## config.mk

```make
export PLATFORM = sky130hd
export DESIGN_NAME = iiitb_rv32m_div_flat
export DESIGN_NICKNAME = d
export VERILOG_FILES = /design/src/rtl/iiitb_rv32m_pkg.sv /design/src/rtl/iiitb_rv32m_div_if.sv /design/src/rtl/iiitb_rv32m_div.sv /design/src/flat_wrapper.sv
export SDC_FILE = /design/constraint.sdc
export NUM_CORES = 1
export LEC_CHECK = 0
export ABC_AREA = 1
export BUFFER_PORTS_ARGS = -buffer_cell sky130_fd_sc_hd__clkbuf_2
export CAP_MARGIN = 20
export CELL_PAD_IN_SITES_DETAIL_PLACEMENT = 1
export CELL_PAD_IN_SITES_GLOBAL_PLACEMENT = 2
export CORE_AREA = 2 2 205 207
export CTS_CLUSTER_SIZE = 12
export DETAILED_ROUTE_END_ITERATION = 8
export DIE_AREA = 0 0 207 209
export PLACE_DENSITY = 0.83
export SLEW_MARGIN = 30
export SYNTH_ARGS = -nofsm -noshare
export SYNTH_HDL_FRONTEND = slang
export SYNTH_SLANG_ARGS = --single-unit
```

## constraint.sdc

```tcl
create_clock -name clk -period 2.9 [get_ports clk]
set_input_delay 0.58 -clock clk [delete_from_list [all_inputs] [get_ports clk]]
set_output_delay 0.58 -clock clk [all_outputs]
set_load 0.1 [all_outputs]
```

## src/rtl/iiitb_rv32m_pkg.sv

```systemverilog
// Shared RV32M definitions: funct3[1:0] op encodings, divider FSM states and width constants.
// The EX-stage multiplier imports the same op constants.
package iiitb_rv32m_pkg;

   localparam int          XLEN    = 32;
   localparam logic [31:0] INT_MIN = 32'h8000_0000;

   typedef enum logic [1:0] {
      OP_DIV  = 2'b00,
      OP_DIVU = 2'b01,
      OP_REM  = 2'b10,
      OP_REMU = 2'b11
   } op_t;

   typedef enum logic [1:0] {
      IDLE = 2'b00,
      CALC = 2'b01,
      DONE = 2'b10
   } state_t;

   // Bit 0 of funct3 selects unsigned; bit 1 selects remainder.
   function automatic logic is_signed_op(input op_t op);
      return ~op[0];
   endfunction

   function automatic logic is_rem_op(input op_t op);
      return op[1];
   endfunction

endpackage

```

## src/rtl/iiitb_rv32m_div_if.sv

```systemverilog
// Request/response bundle between the ID/EX register, the divider and the EX/MEM register.
// dbg_state mirrors the divider FSM state so that monitors can follow it.
interface iiitb_rv32m_div_if;
   import iiitb_rv32m_pkg::*;

   // start is sampled only while busy is low and is dropped when flush is high
   // on the same edge. valid is a one-cycle pulse; result is meaningful only
   // while valid is high and then holds until the next completion.
   logic            start;
   op_t             op;
   logic [XLEN-1:0] rs1;
   logic [XLEN-1:0] rs2;
   logic            flush;
   logic            busy;
   logic            valid;
   logic [XLEN-1:0] result;
   state_t          dbg_state;

   modport master (
      output start, op, rs1, rs2, flush,
      input  busy, valid, result, dbg_state
   );

   modport slave (
      input  start, op, rs1, rs2, flush,
      output busy, valid, result, dbg_state
   );

endinterface

```

## src/rtl/iiitb_rv32m_div.sv

```systemverilog
// Multi-cycle radix-2 restoring divider for DIV/DIVU/REM/REMU.
// Signed operands are divided as magnitudes; signs are restored when the result is registered.
module iiitb_rv32m_div
   import iiitb_rv32m_pkg::op_t;
   import iiitb_rv32m_pkg::state_t;
   import iiitb_rv32m_pkg::OP_DIV;
   import iiitb_rv32m_pkg::OP_REM;
   import iiitb_rv32m_pkg::IDLE;
   import iiitb_rv32m_pkg::CALC;
   import iiitb_rv32m_pkg::DONE;
   import iiitb_rv32m_pkg::INT_MIN;
   import iiitb_rv32m_pkg::is_signed_op;
   import iiitb_rv32m_pkg::is_rem_op;
#(
   parameter int XLEN = 32
) (
   input  logic              clk,
   input  logic              neg_rst,
   iiitb_rv32m_div_if.slave  dif
);

   state_t          state_q;
   logic [4:0]      cnt_q;
   logic            fix_q;
   logic [XLEN-1:0] rem_q;
   logic [XLEN-1:0] quo_q;
   logic [XLEN-1:0] dvs_q;
   op_t             op_q;
   logic            neg_a_q;
   logic            neg_b_q;
   logic            valid_q;
   logic [XLEN-1:0] result_q;

   logic            signed_req;
   logic [XLEN-1:0] abs_a;
   logic [XLEN-1:0] abs_b;
   logic            div_zero;
   logic            overflow;
   logic            special;
   logic [XLEN-1:0] special_res;

   assign signed_req = is_signed_op(dif.op);
   assign abs_a      = (signed_req && dif.rs1[XLEN-1]) ? -dif.rs1 : dif.rs1;
   assign abs_b      = (signed_req && dif.rs2[XLEN-1]) ? -dif.rs2 : dif.rs2;
   assign div_zero   = (dif.rs2 == '0);
   assign overflow   = signed_req && (dif.rs1 == INT_MIN) && (dif.rs2 == '1);
   assign special    = div_zero | overflow;

   always_comb begin
      special_res = '0;
      if (div_zero) begin
         special_res = is_rem_op(dif.op) ? dif.rs1 : '1;
      end else if (overflow) begin
         special_res = is_rem_op(dif.op) ? '0 : INT_MIN;
      end
   end

   // One restoring step: the shifted partial remainder is 33 bits wide, so a
   // borrow out of bit XLEN means the trial subtraction went negative.
   logic [XLEN:0]   shifted;
   logic [XLEN:0]   trial;
   logic            q_bit;
   logic [XLEN-1:0] rem_nxt;
   logic [XLEN-1:0] quo_nxt;

   assign shifted = {rem_q, quo_q[XLEN-1]};
   assign trial   = shifted - {1'b0, dvs_q};
   assign q_bit   = ~trial[XLEN];
   assign rem_nxt = q_bit ? trial[XLEN-1:0] : shifted[XLEN-1:0];
   assign quo_nxt = {quo_q[XLEN-2:0], q_bit};

   logic [XLEN-1:0] fix_res;

   always_comb begin
      fix_res = quo_q;
      if (is_rem_op(op_q)) begin
         fix_res = (op_q == OP_REM && neg_a_q) ? -rem_q : rem_q;
      end else if (op_q == OP_DIV && (neg_a_q ^ neg_b_q)) begin
         fix_res = -quo_q;
      end
   end

   always_ff @(posedge clk or negedge neg_rst) begin
      if (!neg_rst) begin
         state_q  <= IDLE;
         cnt_q    <= '0;
         fix_q    <= 1'b0;
         rem_q    <= '0;
         quo_q    <= '0;
         dvs_q    <= '0;
         op_q     <= OP_DIV;
         neg_a_q  <= 1'b0;
         neg_b_q  <= 1'b0;
         valid_q  <= 1'b0;
         result_q <= '0;
      end else if (dif.flush) begin
         state_q <= IDLE;
         valid_q <= 1'b0;
      end else begin
         case (state_q)
            IDLE: begin
               valid_q <= 1'b0;
               if (dif.start) begin
                  op_q    <= dif.op;
                  neg_a_q <= signed_req & dif.rs1[XLEN-1];
                  neg_b_q <= signed_req & dif.rs2[XLEN-1];
                  quo_q   <= abs_a;
                  dvs_q   <= abs_b;
                  rem_q   <= '0;
                  cnt_q   <= '0;
                  fix_q   <= 1'b0;
                  if (special) begin
                     result_q <= special_res;
                     valid_q  <= 1'b1;
                     state_q  <= DONE;
                  end else begin
                     state_q  <= CALC;
                  end
               end
            end
            CALC: begin
               if (fix_q) begin
                  // All 32 quotient bits are in; this edge applies the signs.
                  result_q <= fix_res;
                  valid_q  <= 1'b1;
                  fix_q    <= 1'b0;
                  state_q  <= DONE;
               end else begin
                  rem_q <= rem_nxt;
                  quo_q <= quo_nxt;
                  cnt_q <= cnt_q + 5'd1;
                  if (cnt_q == 5'd31) begin
                     fix_q <= 1'b1;
                  end
               end
            end
            DONE: begin
               valid_q <= 1'b0;
               state_q <= IDLE;
            end
            default: begin
               valid_q <= 1'b0;
               state_q <= IDLE;
            end
         endcase
      end
   end

   assign dif.busy      = (state_q != IDLE);
   assign dif.valid     = valid_q;
   assign dif.result    = result_q;
   assign dif.dbg_state = state_q;

endmodule

```

## src/flat_wrapper.sv

```systemverilog
// flat-port wrapper written by rule: the top's interface ports become plain ports
module iiitb_rv32m_div_flat import iiitb_rv32m_pkg::op_t; import iiitb_rv32m_pkg::state_t; import iiitb_rv32m_pkg::OP_DIV; import iiitb_rv32m_pkg::OP_REM; import iiitb_rv32m_pkg::IDLE; import iiitb_rv32m_pkg::CALC; import iiitb_rv32m_pkg::DONE; import iiitb_rv32m_pkg::INT_MIN; import iiitb_rv32m_pkg::is_signed_op; import iiitb_rv32m_pkg::is_rem_op;
#(
   parameter int XLEN = 32
)
  (clk, neg_rst, dif_start, dif_op, dif_rs1, dif_rs2, dif_flush, dif_busy, dif_valid, dif_result, dif_dbg_state);
  iiitb_rv32m_div_if dif_i ();
  input  logic clk;
  input  logic neg_rst;
  input wire logic [$bits(dif_i.start)-1:0] dif_start;
  input wire logic [$bits(dif_i.op)-1:0] dif_op;
  input wire logic [$bits(dif_i.rs1)-1:0] dif_rs1;
  input wire logic [$bits(dif_i.rs2)-1:0] dif_rs2;
  input wire logic [$bits(dif_i.flush)-1:0] dif_flush;
  output wire logic [$bits(dif_i.busy)-1:0] dif_busy;
  output wire logic [$bits(dif_i.valid)-1:0] dif_valid;
  output wire logic [$bits(dif_i.result)-1:0] dif_result;
  output wire logic [$bits(dif_i.dbg_state)-1:0] dif_dbg_state;
  assign dif_i.start = dif_start;
  assign dif_i.op = dif_op;
  assign dif_i.rs1 = dif_rs1;
  assign dif_i.rs2 = dif_rs2;
  assign dif_i.flush = dif_flush;
  assign dif_busy = dif_i.busy;
  assign dif_valid = dif_i.valid;
  assign dif_result = dif_i.result;
  assign dif_dbg_state = dif_i.dbg_state;
  iiitb_rv32m_div #(.XLEN(XLEN)) u_core (.clk(clk), .neg_rst(neg_rst), .dif(dif_i));
endmodule
```

==> run_results.csv, run 1 <==
group,metric,value,unit
power_and_ir_drop,power_density,1020,nW/um^2
sta,slew_headroom,0.617,
synth,synthArstFlopShare,1.00,
setup_path,end_kind,"flip-flop",
die,rows,75,
setup_path,required,3280,ps
place,gp_routability_congestion,0.951,
setup_path,path_cells,"ha_1 -> fa_1 -> inv_1 -> nand2_1 -> nand2_1 -> nand3_1 -> nand2_2 -> nand2_1 -> nand2_2 -> nand2_4 -> nand3_2 -> nand3_1 -> buf_4 -> nand2_1",
drt,post_drt_wl_per_cell,20.5,um
cells_and_area,drive_gt1_frac,0.102,
place,place_hpwl,49600,um
die,start_util,0.326,
sta,period_minus_slack,2690,ps
synth,postSynthRegisterBits,141,
synth,syn_inst,2280,
synth,ys_warn_count,0,
sta,rsz0062_at_grt,"yes",
clock_tree,cts_resized,0,
grt,grt_pass1_vias,15500,
die,die_width,207,um
cells_and_area,nNetsFinal,2495,
drt,vias_per_cell,5.30,
drt,drc,0,
die,fp.dieH,209,um
drt,route.antenna.remaining_nets,0,
clock_tree,cts_num_sinks,141,
die,core-area,41300,sq um
clock_tree,htree_levels,4,
grt,grt_pass1_wl,92900,um
synth,yosysUniqueCellTypes,49,
cells_and_area,num_antenna_cells,0,
grt,grt_overflow_total,0,
drt,num_vias,15600,
setup_path,cp-start-kind,"flip-flop",
clock_tree,ctsHoldBuffers,0,
drt,drt_first_pass_iters,7,
synth,synth_fp_nets,2390,
synth,synth-edff-count,0,
synth,syn_avg_cell_area,5.90,sq um
sta,finClkSkew,11.7,ps
synth,netlist.area_leader.share,0.262,
die,io_pins,106,
clock_tree,numCtsBuffers,17,
place,io_buffers,105,
cells_and_area,regArea,3530,sq um
clock_tree,ctsLongestPathBuffers,2,
sta,slew_viol_final,0,
drt,drt_iter0_drc,1066,
clock_tree,clk_latency,450,ps
die,dieArea,43300,sq um
sta,holdWs,41.8,ps
drt,routed_wl,60200,um
clock_tree,cts.clk_slew.worst_paths,70,ps
outcome,status,"complete, no violations",
sta,setup_violations,0,
setup_path,slowest_delay,410,ps
sta,fmax,371,MHz
synth,synth_area_leaders,"dfrtp_1, nand2_1, nand3_1",
sta,tightest_slew,577,ps
setup_path,path_class,"flip-flop to flip-flop",
power_and_ir_drop,vdd_drop_max,405,uV
synth,yosys.area.top_type,"dfrtp_1",
power_and_ir_drop,power,0.0157,W
setup_path,cp_num_buf_inv,2,
worst_hold_path,holdCritPathClass,"input pin to asynchronous set/reset pin",
cells_and_area,nFillCells,5625,
sta,fin_crit_sh,0.928,
grt,antenna_found_initial,0,
clock_tree,cts_setup_buffers,0,
setup_path,worstPathArrival,3080,ps
setup_path,crit_top_cell,"nand2_1",
grt,grt_max_degree,60,
setup_path,crit_slowest_cell,"fa_1",
clock_tree,tritoncts,"built",
sta,hold_viol_final,0,
cells_and_area,multi_input_area,8430,sq um
run,drv_cap,0,
grt,grt_usage,0.277,
cells_and_area,area_growth_syn_to_layout,14.0,%
synth,synthFlopType,"dfrtp_1",
synth,synth_area,13500,sq um
setup_path,crit_family,"simple AND/OR/NAND/NOR gates",
clock_tree,cts-root-buf,"clkbuf_16",
synth,ys_seq_area_frac,0.262,
power_and_ir_drop,power_leakage,8.41,nW
setup_path,path_max_fanout,15,
## final cells by class
type,count,area share
multi-input cells,1758,0.550
flip-flops and latches,141,0.230
inverters,312,0.0764
repair buffers,155,0.0624
well taps,539,0.0440
clock buffers,19,0.0295
clock inverters,13,0.00791
## cell usage in the layout, fill, tap and decap left out, types with 11 or more instances in the layout
cell	n
nand2_1	783
inv_1	303
nand3_1	303
nor2_1	228
dfrtp_1	141
clkbuf_2	104
o21ai_0	98
a21oi_1	54
buf_4	46
ha_1	39
nand4_1	32
xor2_1	30
nor3_1	26
clkbuf_16	17
o211ai_1	16
o221ai_1	15
nand2_2	14
nand3b_1	14
o22ai_1	13
o21bai_1	13
or2_2	11
## final timing paths
check,cells past startpoint,from,slack [ps],endpoint
worst max-delay path,14,u_core.dvs_q[0],210,u_core.quo_q[0]
worst min-delay path,1,neg_rst,40,u_core.dif.result[8]
worst max register to register,14,u_core.dvs_q[0],210,u_core.quo_q[0]
worst min register to register,2,u_core.dvs_q[28],480,u_core.dvs_q[28]
max in group asynchronous,2,neg_rst,2090,u_core.quo_q[17]
min in group clk,2,dif_flush,410,u_core.dif.dbg_state[0]
## per-layer routing
metal	vias to the layer above	track usage	part of all wire
met1	7720	0.404	0.49
met5	-	0	0
met3	46	0.0319	0.044
li1	7488	-	-
met2	318	0.438	0.45
met4	0	0.0603	0.015
## sequential cells by signal, indices dropped and copies added (netlist names)
signal / cells
u_core.dif.valid: 1
u_core.dvs_q: 32
u_core.dif.dbg_state: 2
u_core.neg_b_q: 1
u_core.fix_q: 1
u_core.cnt_q: 5
u_core.neg_a_q: 1
u_core.rem_q: 32
u_core.op_q: 2
u_core.dif.result: 32
u_core.quo_q: 32
## worst register-to-register path: cells and delay by family, from the launching register on
family | cells | cell delay, ps
AND/OR/NAND/NOR | 10 | 1250
adder cells (fa/ha/maj) | 2 | 700
flip-flops | 1 | 380
buffers and inverters | 2 | 320
## power breakdown
part	switching (W)	internal [W]	leakage, nW
Combinational	0.00752	0.00251	6.30
Clock	0.00103	0.00117	0.277
Sequential	0.000709	0.00271	1.83
## metrics by stage
stage          utilization  setup slack (ps)  area (sq um)  cells  setup TNS, ps
2_1_floorplan            -               566         13500   2280              0
3_3_place_gp         0.358               217         14800   2905              0
3_5_place_dp         0.358               223         14800   2905              0
4_1_cts              0.371               212         15300   2937              0
5_1_grt              0.371             -25.2         15300   2937           -116
6_report             0.371               208         15300   2937              0
## synthesized netlist by cell type (all sizes together), types with 10 or more instances
| cell type | number |
|---|---|
| xnor2 | 10 |
| inv | 310 |
| or2 | 12 |
| o21bai | 13 |
| nand3b | 14 |
| nand2 | 802 |
| ha | 39 |
| o221ai | 15 |
| a21oi | 58 |
| o21ai | 108 |
| nor2 | 238 |
| xor2 | 30 |
| dfrtp | 141 |
| nand3 | 307 |
| o22ai | 13 |
| nand4 | 32 |
| o211ai | 16 |
| buf | 30 |
| nor3 | 28 |
| clkbuf | 39 |
## logic make-up (layout without fill, tap and decap cells)
logic type,after synthesis,after routing,synth area share
DFF,141,141,0.262
buffers and inverters,381,499,0.113
AOI/OAI and AO/OA,238,238,0.104
adders and majority gates,40,40,0.0377
and+or+nand+nor,1440,1440,0.457
xor gates and xnor gates,40,40,0.0260
(Power assumes the default switching activity.)
==> inputs of run 2 (changes only) <==
Clock period 2.9 ns to 2.6 ns, I/O delays scaled along.
==> run_results.csv, run 2 (synthesis results as in run 1) <==
group,metric,value,unit
place,placed_area,15000,sq um
setup_path,cp-start-kind,"flip-flop",
setup_path,crit_start,"u_core.rem_q[17]",
grt,grt_usage,0.272,
place,place_inst,2932,
power_and_ir_drop,vdd_drop_max,482,uV
clock_tree,ctsLongestPathBuffers,2,
place,io_buffers,105,
clock_tree,cts_num_sinks,141,
power_and_ir_drop,power_leakage,8.66,nW
die,start_util,0.326,
cells_and_area,nNetsFinal,2539,
grt,grt_overflow_total,0,
cells_and_area,area_growth_syn_to_layout,18.7,%
run,drv_cap,0,
sta,slew_viol_final,0,
cells_and_area,nFillCells,5647,
grt,antenna_found_initial,1,
cells_and_area,stdcell_count,2982,
die,die_width,207,um
clock_tree,htree_levels,4,
setup_path,end_kind,"flip-flop",
drt,num_vias,15700,
die,io_pins,106,
sta,tightest_slew,587,ps
setup_path,required,2940,ps
clock_tree,tritoncts,"built",
grt,grt_max_degree,78,
clock_tree,clk_latency,450,ps
sta,period_minus_slack,2510,ps
cells_and_area,layout_commonest_cell,"nand2_1",
setup_path,worstPathArrival,2850,ps
sta,fin_crit_sh,0.964,
drt,drt_first_pass_iters,5,
worst_hold_path,hp-start,"dif_flush",
setup_path,r2r-start,"u_core.rem_q[17]",
clock_tree,numCtsBuffers,17,
worst_hold_path,holdCritPathClass,"input pin to flip-flop",
grt,grt_pass1_vias,15800,
sta,fmax,399,MHz
sta,hold_viol_final,0,
drt,post_drt_wl_per_cell,20.1,um
sta,finClkSkew,10.1,ps
die,dieArea,43300,sq um
grt,grt_pass1_wl,91500,um
drt,vias_per_cell,5.27,
die,core-area,41300,sq um
drt,routed_wl,60100,um
drt,drt_iter0_drc,1226,
cells_and_area,post-route-util,0.387,
drt,route.antenna.remaining_nets,0,
setup_path,ff2ff_setup_slack,90,ps
outcome,status,"complete, no violations",
cells_and_area,mostFrequentLayoutCells,"nand2_1, nand3_1, inv_1",
die,rows,75,
sta,holdWs,330,ps
cells_and_area,stdcell_area,16000,sq um
clock_tree,cts-root-buf,"clkbuf_16",
drt,drc,0,
cells_and_area,drive_gt1_frac,0.122,
setup_path,path_max_fanout,6,
power_and_ir_drop,power_density,1130,nW/um^2
clock_tree,cts.clk_slew.worst_paths,70,ps
die,fp.dieH,209,um
sta,slew_headroom,0.605,
place,gp_routability_congestion,0.911,
sta,setup_violations,0,
place,place_hpwl,48300,um
setup_path,path_class,"flip-flop to flip-flop",
-- run 2: cell count changes in the layout (fill, tap and decap cells not counted), sizes merged, moves of 2 or more --
cell    previous run  this run
bufinv             0         3
buf               51        86
inv              318       316
nand3            307       309
nand2            802       807
-- run 2: worst max-delay path, cell delays in order (launching register included) --
cell     delay, ps
dfrtp_1        500
ha_1           440
nand2_2        130
inv_1           50
nand2_1         60
nand2_1         70
nand2_1         60
nand2_1        100
a21oi_4        180
buf_12         150
nand3_4        140
buf_4          200
nand2_4         90
nand2_1         90
nand3_1         70
nand2_1         50
-- run 2: routing by layer --
metal,global-route usage,part of all wire,up-vias
li1,-,-,7618
met1,0.388,0.49,7653
met2,0.417,0.44,357
met3,0.0455,0.052,79
met4,0.0879,0.026,2
met5,0,0.00015,-
-- run 2: timing repair --
item	CTS	global route
gates resized for setup	5	23
endpoints found under the setup margin	18	33
pin swaps	0	11
hold endpoints to repair	29	0
buffers inserted	0	8
cloned	1	7
hold buffers	1	0
-- run 2: layout make-up --
class / instances / area (sq um) / share of cell area
antenna: 1 / 2.50 / 0.000157
clock buffer: 18 / 429 / 0.0269
clock inverter: 14 / 180 / 0.0113
inverter: 312 / 1170 / 0.0733
multi-input combinational: 1765 / 8650 / 0.542
sequential: 141 / 3530 / 0.221
tap: 539 / 674 / 0.0422
timing repair buffer: 192 / 1330 / 0.0834
-- run 2: final timing paths --
path,depth (start not counted),to
setup / recovery,15,u_core.rem_q[16]
hold / removal,2,u_core.dif.dbg_state[0]
setup reg to reg,15,u_core.rem_q[16]
hold reg to reg,2,u_core.dvs_q[28]
max in group asynchronous,3,u_core.dvs_q[1]
min in group asynchronous,2,u_core.dif.result[4]
-- run 2: power breakdown --
part | switching [W] | leakage, nW | internal [W]
clock | 0.00110 | 0.298 | 0.00153
sequential | 0.000768 | 1.83 | 0.00303
combinational | 0.00848 | 6.53 | 0.00309
total | 0.0104 | 8.66 | 0.00764
-- run 2: per-stage QoR --
| step | setup TNS (ps) | power [W] | setup WS, ps |
|---|---|---|---|
| after detailed placement | -175 | 0.0149 | -55.4 |
| after floorplan | 0 | 0.0112 | 326 |
| after global placement | 0 | 0.0147 | 13.9 |
| final | 0 | 0.0180 | 92.4 |
| after CTS | 0 | 0.0177 | 12.1 |
| after global routing | -491 | 0.0193 | -42.2 |
